$ cat src/rtl/demux4_dispatch_ctrl_pkg.sv
// -----------------------------------------------------------------------------
// demux4_dispatch_ctrl_pkg
// Shared definitions for the 1:4 demux dispatch controller:
//   - FSM state encoding (state_t)
//   - destination mode constants (MODE_RR / MODE_ADDR)
//   - port count and statistics counter width
//   - port_onehot(): 2-bit port index to 4-bit one-hot valid vector
// -----------------------------------------------------------------------------
package demux4_dispatch_ctrl_pkg;

    typedef enum logic {
        ST_IDLE = 1'b0,   // hold register empty
        ST_SEND = 1'b1    // word held, waiting for the selected consumer
    } state_t;

    localparam logic MODE_RR   = 1'b0;   // destination from round-robin pointer
    localparam logic MODE_ADDR = 1'b1;   // destination from in_dest

    localparam int NUM_PORTS = 4;
    localparam int CNT_W     = 8;

    function automatic logic [NUM_PORTS-1:0] port_onehot(input logic [1:0] port);
        port_onehot = 4'b0001 << port;
    endfunction

endpackage

$ cat src/rtl/demux4_rr_ptr.sv
// -----------------------------------------------------------------------------
// demux4_rr_ptr
// 2-bit round-robin destination pointer. Advances by one (wrapping 3 -> 0)
// on every cycle where adv is high.
// Ports:
//   clk  in   system clock
//   rst  in   synchronous active-high reset, clears ptr to 0
//   adv  in   advance the pointer this cycle
//   ptr  out  current round-robin port
// -----------------------------------------------------------------------------
module demux4_rr_ptr (
    input  logic       clk,
    input  logic       rst,
    input  logic       adv,
    output logic [1:0] ptr
);

    always_ff @(posedge clk) begin
        if (rst) begin
            ptr <= 2'd0;
        end else if (adv) begin
            ptr <= ptr + 2'd1;   // natural 2-bit wrap gives 3 -> 0
        end
    end

endmodule

$ cat src/rtl/demux4_dispatch_ctrl.sv
// -----------------------------------------------------------------------------
// demux4_dispatch_ctrl
// Sequencing controller for a 1:4 demux. Captures one producer word at a time
// into a holding register, drives the demux select and a one-hot per-port
// valid, and releases the word once the selected consumer is ready. The
// destination is either round-robin or taken from in_dest (mode=1).
//
// Optional build macro: DEMUX_DISPATCH_STATS_EN
//   adds cnt_clr (in) and cnt_flat (out, 4 x 8-bit saturating transfer
//   counters, port k at bits [8k+7:8k]).
//
// Ports:
//   clk        in   system clock
//   rst        in   synchronous active-high reset
//   en         in   dispatch enable (blocks new captures only)
//   mode       in   0 = round-robin, 1 = addressed destination
//   in_valid   in   producer has a word
//   in_data    in   producer word (DW bits)
//   in_dest    in   destination port when mode=1
//   in_ready   out  word accepted this cycle (combinational)
//   sel        out  registered demux select
//   out_data   out  registered shared data bus
//   out_valid  out  one-hot valid, bit[sel] only
//   out_ready  in   per-port consumer ready
//   cnt_clr    in   (stats build) synchronous clear of all counters
//   cnt_flat   out  (stats build) packed per-port transfer counters
// -----------------------------------------------------------------------------
module demux4_dispatch_ctrl
    import demux4_dispatch_ctrl_pkg::*;
#(
    parameter int DW = 8
) (
    input  logic          clk,
    input  logic          rst,
    input  logic          en,
    input  logic          mode,
    input  logic          in_valid,
    input  logic [DW-1:0] in_data,
    input  logic [1:0]    in_dest,
    output logic          in_ready,
    output logic [1:0]    sel,
    output logic [DW-1:0] out_data,
    output logic [3:0]    out_valid,
    input  logic [3:0]    out_ready
`ifdef DEMUX_DISPATCH_STATS_EN
    ,
    input  logic          cnt_clr,
    output logic [31:0]   cnt_flat
`endif
);

    state_t        state, state_next;
    logic [1:0]    sel_next;
    logic [DW-1:0] data_next;
    logic [3:0]    valid_next;
    logic [1:0]    ptr;
    logic          in_xfer;
    logic          out_xfer;
    logic          ptr_adv;

    // Ready when empty, or when the held word leaves this same cycle, which
    // gives one word per cycle when consumers keep up.
    assign in_ready = !rst && en &&
                      ((state == ST_IDLE) || ((state == ST_SEND) && out_ready[sel]));
    assign in_xfer  = in_valid && in_ready;
    assign out_xfer = |(out_valid & out_ready);
    assign ptr_adv  = in_xfer && (mode == MODE_RR);

    demux4_rr_ptr u_rr_ptr (
        .clk (clk),
        .rst (rst),
        .adv (ptr_adv),
        .ptr (ptr)
    );

    // NOTE: every output of this block is given a default first, so any path
    // that does not assign it holds the register value instead of a latch.
    always_comb begin
        state_next = state;
        sel_next   = sel;
        data_next  = out_data;
        valid_next = out_valid;
        if (in_xfer) begin
            // A capture wins over a simultaneous release: the new word simply
            // replaces the departing one and the FSM stays in SEND.
            state_next = ST_SEND;
            sel_next   = (mode == MODE_ADDR) ? in_dest : ptr;
            data_next  = in_data;
            valid_next = port_onehot(sel_next);
        end else if (out_xfer) begin
            // sel and out_data keep their last values after release.
            state_next = ST_IDLE;
            valid_next = 4'b0000;
        end
    end

    // NOTE: sequential state uses non-blocking assignments so every register
    // samples pre-edge values regardless of statement order.
    always_ff @(posedge clk) begin
        if (rst) begin
            state     <= ST_IDLE;
            sel       <= 2'd0;
            out_data  <= '0;
            out_valid <= 4'b0000;
        end else begin
            state     <= state_next;
            sel       <= sel_next;
            out_data  <= data_next;
            out_valid <= valid_next;
        end
    end

`ifdef DEMUX_DISPATCH_STATS_EN
    logic [CNT_W-1:0] cnt [NUM_PORTS];

    // NOTE: this small register array is reset explicitly because its cleared
    // value is visible on cnt_flat; a storage RAM would be left unreset.
    always_ff @(posedge clk) begin
        if (rst || cnt_clr) begin
            for (int k = 0; k < NUM_PORTS; k++) begin
                cnt[k] <= '0;
            end
        end else begin
            for (int k = 0; k < NUM_PORTS; k++) begin
                if (out_valid[k] && out_ready[k] && (cnt[k] != '1)) begin
                    cnt[k] <= cnt[k] + CNT_W'(1);
                end
            end
        end
    end

    always_comb begin
        cnt_flat = '0;
        for (int k = 0; k < NUM_PORTS; k++) begin
            cnt_flat[k*CNT_W +: CNT_W] = cnt[k];
        end
    end
`endif

endmodule

$ cat config.mk
export PLATFORM = sky130hd
export DESIGN_NAME = demux4_dispatch_ctrl
export DESIGN_NICKNAME = d
export VERILOG_FILES = /design/src/rtl/demux4_dispatch_ctrl_pkg.sv /design/src/rtl/demux4_rr_ptr.sv /design/src/rtl/demux4_dispatch_ctrl.sv
export SDC_FILE = /design/constraint.sdc
export NUM_CORES = 1
export LEC_CHECK = 0
export ABC_AREA = 1
export BUFFER_PORTS_ARGS = -buffer_cell sky130_fd_sc_hd__buf_2
export CAP_MARGIN = 20
export CORE_UTILIZATION = 35
export CTS_CLUSTER_SIZE = 28
export DETAILED_ROUTE_END_ITERATION = 12
export PLACE_DENSITY = 0.57
export SYNTH_ARGS = -nofsm -noshare
export SYNTH_HDL_FRONTEND = slang
export SYNTH_HIERARCHICAL = 1
export SYNTH_SLANG_ARGS = --single-unit
$ cat constraint.sdc
create_clock -name clk -period 2.5 [get_ports clk]
set_input_delay 0.5 -clock clk [delete_from_list [all_inputs] [get_ports clk]]
set_output_delay 0.5 -clock clk [all_outputs]
set_load 0.01 [all_outputs]
==> results of run 1 <==
[power by group]
group / switching (uW) / internal, uW
Sequential: 6.66 / 279
Clock: 83.2 / 62.0
Combinational: 49.5 / 34.2
Total: 139 / 375
[flip-flops by register name, indices dropped and copies added, names as in the netlist]
signal,flops
out_data,8
out_valid,4
sel,2
u_rr_ptr/ptr,2
state,1
[tightest hold or removal path, cell delays in order (launching register included)]
cell and delay, ps:
dfxtp_1 320, nand2_1 60, a21oi_1 50
[metal layers]
layer	track usage, %	vias up	wire, um
met4	4.05	0	14
met3	5.26	2	77
li1	-	423	-
met2	25.8	13	891
met1	20.8	348	903
met5	0	-	0
[area by class of cell]
cell class / count / area [um^2] / area share, %
tap: 28 / 35.0 / 3.32
clock buffer: 4 / 26.3 / 2.49
multi-input combinational: 75 / 443 / 42.0
sequential: 17 / 340 / 32.3
inverter: 8 / 30.0 / 2.85
timing repair buffer: 35 / 180 / 17.1
[worst min path at each step]
stage | start | end | slack (ps) | depth (start not counted)
final | out_data[3] | out_data[3] | 470 | 2
after detailed placement | out_data[3] | out_data[3] | 450 | 2
after floorplan | u_rr_ptr/ptr[1] | u_rr_ptr/ptr[1] | 470 | 2
after CTS | in_data[3] | out_data[3] | 470 | 3
after global routing | in_data[3] | out_data[3] | 460 | 3
after global placement | out_data[3] | out_data[3] | 450 | 2
[layout by cell type (no fill, tap or decap)]
| cell | instances |
|---|---|
| buf_2 | 33 |
| dfxtp_1 | 17 |
| nand3_1 | 16 |
| nand2_1 | 14 |
| nor2_1 | 9 |
| inv_1 | 8 |
| a21oi_2 | 8 |
| a21oi_1 | 8 |
| nand2_2 | 7 |
| nand4_1 | 4 |
| clkbuf_4 | 3 |
| a22o_1 | 2 |
| o21ai_0 | 2 |
| buf_4 | 2 |
| nand3_2 | 1 |
| nor2_8 | 1 |
| a21boi_2 | 1 |
| nand2_4 | 1 |
| nand3_4 | 1 |
| clkbuf_1 | 1 |
[stage by stage]
stage	worst slack [ps]	power, uW
6_report	731	514
5_1_grt	641	546
4_1_cts	711	523
3_5_place_dp	787	376
3_3_place_gp	841	375
2_1_floorplan	902	347
[logic make-up after synthesis]
| group | Yosys count |
|---|---|
| AOI/OAI and AO/OA | 21 |
| buffers and inverters | 13 |
| DFF | 17 |
| and+or+nand+nor | 54 |
==> qor.yml, run 1 <==
status: "finished clean"
clkLatencyLatePin_ps: 290
grt_pass1_wl_um: 3220
hold-worst-slack_ps: 467
ys_types: 20
grt_usage_pct: 16.1
rrSetupSlack_ps: 940
drt_first_pass_iters: 3
synthTopCellsByCount: "17 x dfxtp_1, 16 x nand3_1, 14 x nand2_1"
avgViaCountPerCell: 4.71
synthXorXnorAreaFrac_pct: 0
yosys.area.top_type: "dfxtp_1"
ys_seq_area_share_pct: 39.6
final.period_utilization_pct: 70.8
fin_util_pct: 46.8
setup_tns_ps: 0
slowest_delay_ps: 430
port_buffers: 33
synth_nets: 124
detail-route-antenna-nets: 0
cp-startpoint: "sel[0]"
cp_top_family: "flip-flops"
startpoint_type: "register"
routedWlPerCell_um: 11.3
vias: 786
setup_viol: 0
antenna_found_initial: 0
synth_top_family_by_area: "simple AND/OR/NAND/NOR gates"
grt_overflow: 0
cts_max_level: 1
crit_path_end: "in_ready"
num_io_pins: 34
endpoint_kind: "output pin"
rsz0062_at_grt: "false"
ir_drop_mv: 0.243
arrival_ps: 1270
cp_max_fo: 5
cts_resized: 0
gp_congestion: 0.783
syn_inst: 105
num_antenna_cells: 0
num-fill-cells: 254
worstReg2RegStart: "sel[0]"
worstPathBufferInverterCount: 1
post_cts_buffers: 0
synth_simple_gate_area_share_pct: 34.2
powerDensity_nw_per_um2: 488
tightest_slew_ps: 349
netlist_area_um2: 860
drc_errors: 0
crit_cells: 5
synth_flop_cell: "dfxtp_1"
r2r_end: "u_rr_ptr/ptr[1]"
clock_path_buffers: 2
avgSynthCellArea_um2: 8.19
start_util_pct: 38.1
nets: 159
ys_warn_count: 6
synth_compound_area_share_pct: 17.3
cts_tree: "yes"
fmax_ghz: 0.565
hp-class: "reg2reg"
ys_top_cells_by_area: "dfxtp_1 40%, nand3_1 9.3%, a21oi_2 8.2%, nand2_1 6.1%, nand2_2 5.1%"
drv_cap: 0
die_area_um2: 2660
ctsHoldBuffers: 0
clockRootBuffer: "clkbuf_4"
dieHeight_um: 51.6
period_minus_slack_ps: 1770
path_cells: "nand2_1 > nand3_1 > nand2_2 > a21boi_2 > buf_2"
cp.required_ps: 2000
path_clk_slew_ps: 100
ys_ff_latch: 17
drive_gt1_share_pct: 41.7
reg2regPathDepth: 9
wl_um: 1890
postLayoutCellArea_um2: 1050
slew_violations: 0
die_w_um: 51.6
leakagePower_uw: 0.000473
async_flop_share_pct: 0
cts_buffers: 3
drt-initial-drc-count: 7
core_um2: 2250
area_growth_pct: 22.7
synth_top_area_share_pct: 39.6
slew_headroom_pct: 76.5
synthMuxAreaShare_pct: 0
worstSetupPathType: "reg2out"
num_rows: 17
synth-edff-count: 0
grt_max_degree: 17
hold_viol: 0
synth_fa_ha_area_share_pct: 0
dp_hpwl_um: 1430
cpMaxStageDelayCell: "dfxtp_1"
layout.cells.non_filler: 167
grt_pass1_vias: 731
synth_most_common_cell: "dfxtp_1"
clock_sinks: 17
dpl.cell_count: 163
skew_ps: 3.06
placed_cell_area_um2: 1030
(Power assumes the default switching activity.)
==> run 2, diff against run 1 <==
--- a/config.mk
+++ b/config.mk
@@ -11,7 +11,7 @@
 export CORE_UTILIZATION = 35
 export CTS_CLUSTER_SIZE = 28
 export DETAILED_ROUTE_END_ITERATION = 12
-export PLACE_DENSITY = 0.57
+export PLACE_DENSITY = 0.59
 export SYNTH_ARGS = -nofsm -noshare
 export SYNTH_HDL_FRONTEND = slang
 export SYNTH_HIERARCHICAL = 1
==> constraint.sdc (replaced) <==
create_clock -name clk -period 1.4 [get_ports clk]
set_input_delay 0.28 -clock clk [delete_from_list [all_inputs] [get_ports clk]]
set_output_delay 0.28 -clock clk [all_outputs]
set_load 0.01 [all_outputs]
==> qor.yml, run 2 (synthesized netlist as in run 1, its figures left out) <==
status: "finished with violations"
failed_checks: "setup timing"
avgViaCountPerCell: 4.81
final.period_utilization_pct: 104
grt_max_degree: 17
endpoint_kind: "output pin"
die_w_um: 51.6
dieHeight_um: 51.6
reg_top3: "out_data: 8 flops, out_valid: 4 flops"
cp.required_ps: 1120
num_antenna_cells: 0
fmax_ghz: 0.688
tightest_slew_ps: 334
fin_util_pct: 52.5
drv_cap: 0
clock_path_buffers: 2
dp_hpwl_um: 1460
wl_um: 1980
slew_headroom_pct: 77.7
grt_pass1_wl_um: 3170
nets: 168
num_rows: 17
drc_errors: 0
hold_viol: 0
startpoint_type: "register"
period_minus_slack_ps: 1450
vias: 847
powerDensity_nw_per_um2: 808
grt_usage_pct: 16.2
setup_viol: 1
clockRootBuffer: "clkbuf_4"
regMostFlops: "out_data"
core_um2: 2250
leakagePower_uw: 0.000529
pre_cts_slack_ps: 145
drive_gt1_share_pct: 54.1
rsz0062_at_grt: "true"
cp_max_fo: 5
arrival_ps: 1170
ir_drop_mv: 0.606
clock_sinks: 17
area_growth_pct: 37.7
skew_ps: 2.22
grt_overflow: 0
cts_max_level: 1
die_area_um2: 2660
largest_register_ffs: 8
fin_ws_ps: -54.0
layout.cells.non_filler: 176
grt_pass1_vias: 754
start_util_pct: 38.1
multi_input_area_um2: 479
cts_tree: "yes"
setup_tns_ps: -54.0
drt_first_pass_iters: 4
hp-class: "in2reg"
antenna_found_initial: 0
routedWlPerCell_um: 11.3
detail-route-antenna-nets: 0
num-fill-cells: 231
slew_violations: 0
gp_congestion: 0.712
num_io_pins: 34
clkLatencyLatePin_ps: 290
path_clk_slew_ps: 100
port_buffers: 33
drt-initial-drc-count: 16
worstSetupPathType: "reg2out"
layout_common_cells: "33 x buf_2, 15 x dfxtp_1, 13 x nand3_1"
regArea_um2: 345
cts_buffers: 3
dpl.cell_count: 168
final_common_cell: "buf_2"
run 2: cell count changes in the layout (fill, tap and decap cells not counted), moves of 2 or more:
cell,delta
buf_4,+7
nand2_1,-4
nand2_2,+4
nand3_1,-3
nand3_2,+3
dfxtp_1,-2
run 2: metal layers:
metal  vias up  track usage, %  part of all wire (%)
met4         0            7.21                   1.2
met5         -               0                     0
met3         4            3.51                   4.0
met2        23            25.5                    47
li1        440               -                     -
met1       380            21.0                    48
run 2: layout make-up:
class / instances / share of cell area, %
multi-input cells: 75 / 40.5
clock buffers: 3 / 1.90
well taps: 28 / 2.96
clock inverters: 1 / 0.423
flip-flops and latches: 17 / 29.2
repair buffers: 44 / 22.3
inverters: 8 / 2.75
run 2: stage by stage:
step                      hold slack [ps]  instance area (um^2)  total power [uW]
after floorplan                       435                   862               620
after global placement                452                  1080               685
after detailed placement              455                  1080               688
after CTS                             236                  1130               962
after global routing                  237                  1180              1020
final                                 241                  1180               956
run 2: critical path, cell delays in order, from the launching register on:
cell	delay, ps
dfxtp_4	380
inv_4	60
nand2_2	40
nand3_2	50
nand2_2	60
a21boi_2	140
buf_2	150
run 2: repair_timing:
item,4_1_cts,5_1_grt
hold buffers,0,0
setup buffers,2,3
pin swaps,2,4
setup endpoints to repair,1,14
gates resized for setup,3,12
run 2: path summary, 6_finish.rpt:
check | from | end | slack [ps] | cells after the start
worst max-delay path | sel[0] | in_ready | -50 | 6
worst min-delay path | in_data[4] | out_data[4] | 240 | 3
worst max register to register | sel[0] | u_rr_ptr/ptr[1] | 100 | 11
worst min register to register | out_data[3] | out_data[3] | 470 | 2
run 2: report_power, final:
group,internal [uW],leakage [uW],switching [uW],total (uW)
combinational,84.9,0.000373,99.1,184
sequential,497,0.000139,12.9,510
clock,106,0.0000177,156,263
total,688,0.000529,268,956
==> run 3, diff against run 2 <==
--- a/config.mk
+++ b/config.mk
@@ -12,6 +12,7 @@
 export CTS_CLUSTER_SIZE = 28
 export DETAILED_ROUTE_END_ITERATION = 12
 export PLACE_DENSITY = 0.59
+export SKIP_CTS_REPAIR_TIMING = 1
 export SYNTH_ARGS = -nofsm -noshare
 export SYNTH_HDL_FRONTEND = slang
 export SYNTH_HIERARCHICAL = 1
==> qor.yml, run 3 (synthesized netlist as in run 1, its figures left out) <==
status: "finished with violations"
failed_checks: "setup timing"
cts_tree: "yes"
num_antenna_cells: 0
drt-initial-drc-count: 21
min_from: "in_data[4]"
dp_hpwl_um: 1460
clock_path_buffers: 2
drt_first_pass_iters: 4
fin_util_pct: 52.6
regMostFlops: "out_data"
detail-route-antenna-nets: 0
placed_cell_area_um2: 1080
nets: 168
die_w_um: 51.6
antenna_found_initial: 0
wl_um: 2040
die_area_um2: 2660
fin_ws_ps: -102
postLayoutCellArea_um2: 1190
cts_buffers: 3
hold_path_end: "out_data[4]"
tightest_slew_ps: 342
layout.cells.non_filler: 176
path_clk_slew_ps: 100
worstReg2RegStart: "sel[0]"
setup_viol: 1
worstSetupPathType: "reg2out"
regArea_um2: 345
grt_pass1_wl_um: 3090
period_minus_slack_ps: 1500
num_io_pins: 34
multi_input_area_um2: 468
rrSetupSlack_ps: 80
slew_headroom_pct: 77.1
powerDensity_nw_per_um2: 807
clkLatencyLatePin_ps: 290
grt_usage_pct: 15.8
rsz0062_at_grt: "true"
clockRootBuffer: "clkbuf_4"
area_growth_pct: 38.0
slew_violations: 0
dieHeight_um: 51.6
cp_max_fo: 5
fmax_ghz: 0.666
largest_register_ffs: 8
cts_max_level: 1
hp-class: "in2reg"
drive_gt1_share_pct: 52.0
grt_max_degree: 17
hold_viol: 0
reg2regPathDepth: 11
skew_ps: 0.871
startpoint_type: "register"
r2r_end: "u_rr_ptr/ptr[1]"
cp.required_ps: 1120
layout_common_cells: "33 x buf_2, 15 x dfxtp_1, 14 x nand3_1"
port_buffers: 33
leakagePower_uw: 0.000536
clock_sinks: 17
reg_top3: "out_data: 8 flops, out_valid: 4 flops"
final_common_cell: "buf_2"
grt_overflow: 0
hold_depth: 3
gp_congestion: 0.712
arrival_ps: 1220
num_rows: 17
drv_cap: 0
final.period_utilization_pct: 107
core_um2: 2250
start_util_pct: 38.1
ir_drop_mv: 0.610
num-fill-cells: 232
grt_pass1_vias: 733
avgViaCountPerCell: 4.81
endpoint_kind: "output pin"
drc_errors: 0
vias: 846
routedWlPerCell_um: 11.6
dpl.cell_count: 168
run 3: cell count changes in the layout (fill, tap and decap cells not counted), sizes merged:
cell    before  now
buf         44   43
clkbuf       3    4
run 3: worst max path at each step:
stage | startpoint | endpoint | slack [ps] | depth (start not counted)
global placement | rst | out_data[0] | 160 | 6
finish | sel[0] | in_ready | -100 | 6
detailed placement | sel[0] | out_valid[1] | 140 | 9
global route | sel[0] | in_ready | -180 | 6
CTS | sel[0] | in_ready | -170 | 5
floorplan | sel[0] | u_rr_ptr/ptr[1] | 20 | 10
run 3: area by class of cell:
class | instances | area share, %
clock inverter | 1 | 0.422
tap | 28 | 2.95
multi-input combinational | 75 | 39.5
sequential | 17 | 29.1
clock buffer | 3 | 1.90
timing repair buffer | 44 | 23.4
inverter | 8 | 2.74
run 3: worst max-delay path: stages, from the launching register on:
cell      delay, ps
dfxtp_4         380
inv_4            60
nand2_2          40
nand3_2          50
nand2_2          60
a21boi_2        180
buf_2           160
run 3: power breakdown:
part           internal (uW)  switching [uW]  total (uW)
logic                   85.7            98.3         184
clock network            106             158         264
registers                497            12.8         510
total                    689             269         958
run 3: per-layer routing:
metal	share of wire, %	track usage [%]	up-vias	wire, um
li1	-	-	442	-
met1	48	20.8	377	969
met2	47	24.5	23	965
met3	4.0	3.51	4	81
met4	1.1	7.21	0	23
met5	0	0	-	0
run 3: through the flow:
step                hold slack [ps]  setup WS, ps  setup TNS, ps  power [uW]
global route                    239          -176           -200        1010
finish                          248          -102           -102         958
global placement                452           161              0         685
detailed placement              455           145              0         688
floorplan                       435          20.3              0         620
CTS                             236          -165           -165         956
